## config.mk

```make
export PLATFORM = sky130hd
export DESIGN_NAME = exc_pipe_flat
export DESIGN_NICKNAME = d
export VERILOG_FILES = /design/src/rtl/exc_pipe_if.sv /design/src/rtl/exc_pipe.sv /design/src/flat_wrapper.sv
export SDC_FILE = /design/constraint.sdc
export NUM_CORES = 1
export LEC_CHECK = 0
export ABC_AREA = 0
export CORE_ASPECT_RATIO = 1.1
export CORE_MARGIN = 3
export CORE_UTILIZATION = 25
export DETAILED_ROUTE_END_ITERATION = 16
export MAX_ROUTING_LAYER = met4
export SLEW_MARGIN = 20
export SYNTH_ARGS = -nofsm -noshare
export SYNTH_HDL_FRONTEND = slang
export SYNTH_SLANG_ARGS = --single-unit
```

## constraint.sdc

```tcl
create_clock -name clk -period 6.1 [get_ports clk]
set_input_delay 1.22 -clock clk [delete_from_list [all_inputs] [get_ports clk]]
set_output_delay 1.22 -clock clk [all_outputs]
set_load 0.05 [all_outputs]
```

## src/rtl/exc_pipe_if.sv

```systemverilog
// Trap request channel from the exception pipeline to the CSR unit.
// The master raises trap_vld with a stable cause/tval until the slave accepts with trap_ready.
interface exc_pipe_if #(
  parameter int XLEN = 64
);
  logic            trap_vld;
  logic            trap_ready;
  logic [XLEN-1:0] trap_cause;
  logic [XLEN-1:0] trap_val;

  modport master (
    output trap_vld,
    output trap_cause,
    output trap_val,
    input  trap_ready
  );

  modport slave (
    input  trap_vld,
    input  trap_cause,
    input  trap_val,
    output trap_ready
  );
endinterface

```

## src/rtl/exc_pipe.sv

```systemverilog
// Exception/trap unit for the rv6 core.
// Each instruction's exception record travels through NSTG-1 registered stages. At the
// combinational commit stage that record is merged with any commit-stage exception and with
// pending interrupts. One trap per event is offered to the CSR unit, and the handshake is
// followed by a single-cycle flush of the whole pipeline.
module exc_pipe #(
  parameter int XLEN = 64,
  parameter int NSTG = 4,
  parameter int CW   = 6,
  parameter int NIRQ = 16
) (
  input  logic                 clk,
  input  logic                 rst,
  input  logic [NSTG-1:0]      inj_vld,
  input  logic [NSTG*CW-1:0]   inj_cause,
  input  logic [NSTG*XLEN-1:0] inj_val,
  input  logic [NSTG-2:0]      stall,
  input  logic [NSTG-2:0]      flush,
  input  logic                 commit_vld,
  input  logic [NIRQ-1:0]      irq_pend,
  input  logic                 irq_en,
  exc_pipe_if.master           trap,
  output logic                 t_flush,
  output logic                 busy
);

  localparam int NREG = NSTG - 1;
  localparam int IW   = $clog2(NIRQ);

  typedef enum logic [1:0] {
    IDLE  = 2'd0,
    REQ   = 2'd1,
    FLUSH = 2'd2
  } state_t;

  state_t state, state_nxt;

  // Registered stage records, gathered for commit-stage access
  logic [NREG-1:0] stg_v;
  logic [CW-1:0]   stg_cause [NREG];
  logic [XLEN-1:0] stg_val   [NREG];

  // Commit-stage merge
  logic            sync_v;
  logic [CW-1:0]   sync_cause;
  logic [XLEN-1:0] sync_val;
  logic            irq_evt;
  logic            trap_evt;
  logic [IW-1:0]   irq_idx;
  logic [XLEN-1:0] evt_cause;
  logic [XLEN-1:0] evt_val;

  // Latched trap presented to the CSR unit
  logic [XLEN-1:0] cause_q;
  logic [XLEN-1:0] val_q;

  // Interrupt lines that take part in the fixed-priority chain
  function automatic logic is_fixed(input int n);
    return (n == 11) || (n == 3) || (n == 7) || (n == 9) || (n == 1) || (n == 5);
  endfunction

  // Interrupt selection: 11 > 3 > 7 > 9 > 1 > 5, then the other lines, lowest index first
  function automatic logic [IW-1:0] irq_pick(input logic [NIRQ-1:0] p);
    logic [IW-1:0] idx;
    idx = '0;
    for (int n = NIRQ - 1; n >= 0; n--) begin
      if (p[n] && !is_fixed(n)) idx = IW'(n);
    end
    if (p[5])  idx = IW'(5);
    if (p[1])  idx = IW'(1);
    if (p[9])  idx = IW'(9);
    if (p[7])  idx = IW'(7);
    if (p[3])  idx = IW'(3);
    if (p[11]) idx = IW'(11);
    return idx;
  endfunction

  // ---- Registered stages 0..NSTG-2 ----
  for (genvar g = 0; g < NREG; g++) begin : g_stg
    logic            v;
    logic [CW-1:0]   cause;
    logic [XLEN-1:0] val;
    logic            cv;
    logic [CW-1:0]   cc;
    logic [XLEN-1:0] cvl;

    if (g == 0) begin : g_first
      assign cv  = 1'b0;
      assign cc  = '0;
      assign cvl = '0;
    end else begin : g_rest
      assign cv  = stg_v[g-1];
      assign cc  = stg_cause[g-1];
      assign cvl = stg_val[g-1];
    end

    // Valid bit: reset/trap flush, then branch squash, then carry-or-inject, else capture while stalled
    always_ff @(posedge clk) begin
      if (rst || t_flush || flush[g]) begin
        v <= 1'b0;
      end else if (!stall[g]) begin
        v <= cv | inj_vld[g];
      end else if (!v && inj_vld[g]) begin
        v <= 1'b1;
      end
    end

    // Payload: the older, carried exception wins over a new injection; contents are don't-care while v=0
    always_ff @(posedge clk) begin
      if (!stall[g]) begin
        if (cv) begin
          cause <= cc;
          val   <= cvl;
        end else begin
          cause <= inj_cause[g*CW +: CW];
          val   <= inj_val[g*XLEN +: XLEN];
        end
      end else if (!v) begin
        cause <= inj_cause[g*CW +: CW];
        val   <= inj_val[g*XLEN +: XLEN];
      end
    end

    assign stg_v[g]     = v;
    assign stg_cause[g] = cause;
    assign stg_val[g]   = val;
  end

  // ---- Commit stage (combinational) ----
  // Pick the synchronous exception: the carried record if present, otherwise a commit-stage injection
  always_comb begin
    sync_v     = stg_v[NREG-1] | inj_vld[NSTG-1];
    sync_cause = inj_cause[(NSTG-1)*CW +: CW];
    sync_val   = inj_val[(NSTG-1)*XLEN +: XLEN];
    if (stg_v[NREG-1]) begin
      sync_cause = stg_cause[NREG-1];
      sync_val   = stg_val[NREG-1];
    end
  end

  assign irq_evt  = commit_vld && irq_en && (|irq_pend);
  assign trap_evt = commit_vld && (irq_evt || sync_v);
  assign irq_idx  = irq_pick(irq_pend);

  // Build the mcause/tval pair for this cycle's event; interrupts take precedence over exceptions
  always_comb begin
    evt_cause = '0;
    evt_val   = '0;
    if (irq_evt) begin
      evt_cause[XLEN-1]  = 1'b1;
      evt_cause[IW-1:0]  = irq_idx;
    end else begin
      evt_cause[CW-1:0]  = sync_cause;
      evt_val            = sync_val;
    end
  end

  // ---- Trap FSM ----
  // State register
  always_ff @(posedge clk) begin
    if (rst) state <= IDLE;
    else     state <= state_nxt;
  end

  // Next state: accept one event in IDLE, hold in REQ until accepted, flush for one cycle
  always_comb begin
    state_nxt = state;
    case (state)
      IDLE:    if (trap_evt)        state_nxt = REQ;
      REQ:     if (trap.trap_ready) state_nxt = FLUSH;
      FLUSH:                        state_nxt = IDLE;
      default:                      state_nxt = IDLE;
    endcase
  end

  // Capture the trap only when leaving IDLE so cause/tval stay stable throughout REQ
  always_ff @(posedge clk) begin
    if (rst) begin
      cause_q <= '0;
      val_q   <= '0;
    end else if (state == IDLE && trap_evt) begin
      cause_q <= evt_cause;
      val_q   <= evt_val;
    end
  end

  assign trap.trap_vld   = (state == REQ);
  assign trap.trap_cause = cause_q;
  assign trap.trap_val   = val_q;
  assign t_flush         = (state == FLUSH);
  assign busy            = (state != IDLE);

endmodule

```

## src/flat_wrapper.sv

```systemverilog
// flat-port wrapper written by rule: the top's interface ports become plain ports
module exc_pipe_flat 
#(
  parameter int XLEN = 64,
  parameter int NSTG = 4,
  parameter int CW   = 6,
  parameter int NIRQ = 16
)
  (clk, rst, inj_vld, inj_cause, inj_val, stall, flush, commit_vld, irq_pend, irq_en, t_flush, busy, trap_trap_vld, trap_trap_cause, trap_trap_val, trap_trap_ready);
  exc_pipe_if #(.XLEN(XLEN)) trap_i ();
  input  logic clk;
  input  logic rst;
  input  logic [NSTG-1:0] inj_vld;
  input  logic [NSTG*CW-1:0] inj_cause;
  input  logic [NSTG*XLEN-1:0] inj_val;
  input  logic [NSTG-2:0] stall;
  input  logic [NSTG-2:0] flush;
  input  logic commit_vld;
  input  logic [NIRQ-1:0] irq_pend;
  input  logic irq_en;
  output logic t_flush;
  output logic busy;
  output wire logic [$bits(trap_i.trap_vld)-1:0] trap_trap_vld;
  output wire logic [$bits(trap_i.trap_cause)-1:0] trap_trap_cause;
  output wire logic [$bits(trap_i.trap_val)-1:0] trap_trap_val;
  input wire logic [$bits(trap_i.trap_ready)-1:0] trap_trap_ready;
  assign trap_trap_vld = trap_i.trap_vld;
  assign trap_trap_cause = trap_i.trap_cause;
  assign trap_trap_val = trap_i.trap_val;
  assign trap_i.trap_ready = trap_trap_ready;
  exc_pipe #(.XLEN(XLEN), .NSTG(NSTG), .CW(CW), .NIRQ(NIRQ)) u_core (.clk(clk), .rst(rst), .inj_vld(inj_vld), .inj_cause(inj_cause), .inj_val(inj_val), .stall(stall), .flush(flush), .commit_vld(commit_vld), .irq_pend(irq_pend), .irq_en(irq_en), .trap(trap_i), .t_flush(t_flush), .busy(busy));
endmodule
```

==> results.toml <==
[drt]
drt_iter0_drc = 273
drc_errors = 0
vias = 7830
via_per_inst = 4.18
drt.antenna.violating_nets = 0
wl_um = 35400
post_drt_wl_per_cell_um = 18.9
dr.pass1.iters = 4

[layout]
drive_gt1_frac = 0.193
final-seq-area_um2 = 7830
fin_util = 0.367
area_growth_pct = 45.0
n_fill_cell = 4654
nets = 1511
final_cells = 1874
multi_input_area_um2 = 3920

[placement]
gp_congestion = 0.827
pre_cts_slack_ns = 2.10
dp_hpwl_um = 25100
dp_cells = 1809
portBuffers = 384

[setup_path]
required_ns = 6.51
crit_fanout = 58
critPathLaunchType = "primary input"
end_kind = "register"
critPathArrivalTime_ns = 3.90
path_class = "primary input to register"

[yosys]
syn_inst = 821
async_flop_share = 0
post_synth_num_cell_types = 45
ys.flop_type = "edfxtp_1"
synth-adder-area-share = 0
synth_compound_area_frac = 0.0636
yosys.area_share.xor_xnor = 0
synth-edff-count = 210
syn-cell-area_um2 = 12100
synth_top_family_by_area = "multiplexers"
yosysSeqAreaShare = 0.645
yosys.area_share.simple = 0.0478
synth.mux.area_fraction = 0.189
syn_avg_cell_area_um2 = 14.8
ys_seq_elements = 286
yosysWarnings = 0

[clock_network]
post_cts_buffers = 0
cts_tree = "done"
cts_sinks = 286
cts_made_buffers = 34
clk_pin_slew_ns = 0.06
clk_latency_ns = 0.53
ctsResizeCount = 0
clk_path_buf_depth = 3
htree_levels = 2
hold_buffers = 0
cts-root-buf = "clkbuf_16"

[sta]
grt_setup_unrepaired = "no"
finalSetupViolCount = 0
finalWorstSetupSlack_ns = 2.61
layout_min_cycle_time_ns = 3.49
drv_slew = 0
skew_ns = 0.0254
hold_viol_final = 0
max_freq_mhz = 287
worst_slew_pin_slew_ns = 0.980
tns_ns = 0
layout_worst_path_cycle_share = 0.572
slew_headroom = 0.345

[power_and_ir_drop]
power_mw = 5.06
power_density_nw_per_um2 = 287
peakVddDrop_mv = 0.186
p_leak_nw = 6.12

[hold_path]
min_path_type = "register to register"

[global_routing]
grt_pass1_vias = 8087
grt_overflow = 0
grt_pass1_wl_um = 51300
grt_max_degree = 79
antenna_found_initial = 5
grt.total_usage = 0.137

[die]
core-area_um2 = 47900
io-pin-count = 442
die_h_um = 237
fp.dieW_um = 216
die_area_um2 = 51200
placementRows = 84
start_util = 0.253

[flow_run]
cap_viol_max_count = 0

[run_status]
outcome = "finished, final reports clean"
[metrics by stage]
stage / instance area [um^2] / hold slack [ns]
after global placement: 16500 / 0.443
after CTS: 17600 / 0.455
after floorplan: 12300 / 0.498
final: 17600 / 0.456
after detailed placement: 16500 / 0.446
after global routing: 17600 / 0.468
[final cells by class]
type	instances	area share
Multi-Input combinational cell	482	0.223
Sequential cell	286	0.445
Antenna cell	4	0.000569
Tap cell	645	0.0459
Clock buffer	48	0.0549
Inverter	5	0.00107
Clock inverter	13	0.00675
Timing Repair Buffer	391	0.223
[critical path: stages]
cell and delay, ns:
clkdlybuf4s50_1 0.50, nor4_2 0.38, nand4_2 0.21, o2111ai_4 0.55
nand2_4 0.54, a211oi_1 0.39
[per-layer routing]
metal  routed length (um)  global-route usage
met5                    0                   -
met4                  832              0.0450
met3                 2530              0.0404
met2                17700               0.227
met1                14300               0.160
[power breakdown]
| part | internal (mW) | total [mW] | switching (mW) |
|---|---|---|---|
| clock | 1.19 | 2.00 | 0.811 |
| sequential | 2.24 | 2.30 | 0.0569 |
| combinational | 0.351 | 0.758 | 0.407 |
| total | 3.78 | 5.06 | 1.28 |
[sequential cells by signal, summed over array words and instances, names as in the netlist]
name,flops
u_core.g_stg.cause,18
u_core.trap.trap_val,64
u_core.state,2
u_core.trap.trap_cause,7
u_core.g_stg.val,192
u_core.g_stg.v,3
[cell usage after synthesis (3+ instances only)]
master | n | share of area
edfxtp_1 | 210 | 0.52
mux2_2 | 150 | 0.14
dfxtp_1 | 76 | 0.13
nor2_1 | 69 | 0.021
mux2i_1 | 61 | 0.050
buf_4 | 57 | 0.035
a211oi_1 | 38 | 0.024
clkbuf_1 | 30 | 0.0093
a211oi_2 | 20 | 0.021
nand3_1 | 17 | 0.0070
a21oi_1 | 15 | 0.0062
buf_2 | 8 | 0.0033
nand2_1 | 8 | 0.0025
buf_1 | 6 | 0.0019
inv_1 | 5 | 0.0015
nor2b_1 | 5 | 0.0026
and3_1 | 3 | 0.0015
buf_6 | 3 | 0.0028
nor3_1 | 3 | 0.0012
nor3b_1 | 3 | 0.0019
o31ai_1 | 3 | 0.0019
[path summary, 6_finish.rpt]
path	start	to	depth (start not counted)	slack, ns
worst max-delay path	irq_pend[7]	u_core.trap.trap_val[17]	6	2.61
worst min-delay path	u_core.trap.trap_cause[63]	u_core.trap.trap_cause[63]	2	0.46
worst max register to register	u_core.g_stg[2].v	u_core.trap.trap_val[8]	5	3.68
worst min register to register	u_core.trap.trap_cause[63]	u_core.trap.trap_cause[63]	2	0.46
[layout by cell type (no fill, tap or decap), types with 2 or more instances in the layout]
master / Yosys / routed
nor2b_1: 5 / 3
nor4_2: 2 / 2
nand2_4: 0 / 3
clkinv_1: 0 / 7
and3_1: 3 / 3
nand2b_1: 2 / 2
diode_2: 0 / 4
clkbuf_16: 0 / 36
a21oi_1: 15 / 15
nor2_1: 69 / 69
clkbuf_1: 30 / 10
buf_12: 0 / 2
or2_2: 2 / 2
nor3b_1: 3 / 3
o31ai_1: 3 / 3
a31oi_1: 2 / 2
or3_1: 2 / 2
nand2_1: 8 / 5
a211oi_1: 38 / 38
inv_1: 5 / 5
nor4_1: 2 / 2
clkdlybuf4s50_1: 0 / 384
nor3_1: 3 / 3
mux2_2: 150 / 150
a211oi_2: 20 / 20
or4_1: 2 / 2
dfxtp_1: 76 / 75
nand3_1: 17 / 17
bufinv_16: 0 / 2
nor2b_4: 0 / 2
buf_4: 57 / 5
mux2i_1: 61 / 61
edfxtp_1: 210 / 210
conb_1: 1 / 57
clkbuf_8: 0 / 2
[kinds of logic after synthesis]
logic type	after synthesis
AO/OA/AOI/OAI	91
buffers and inverters	109
flip-flops	286
multiplexers	211
other	1
AND/OR/NAND/NOR	123
Note: power is estimated with default switching activity, not from simulation.
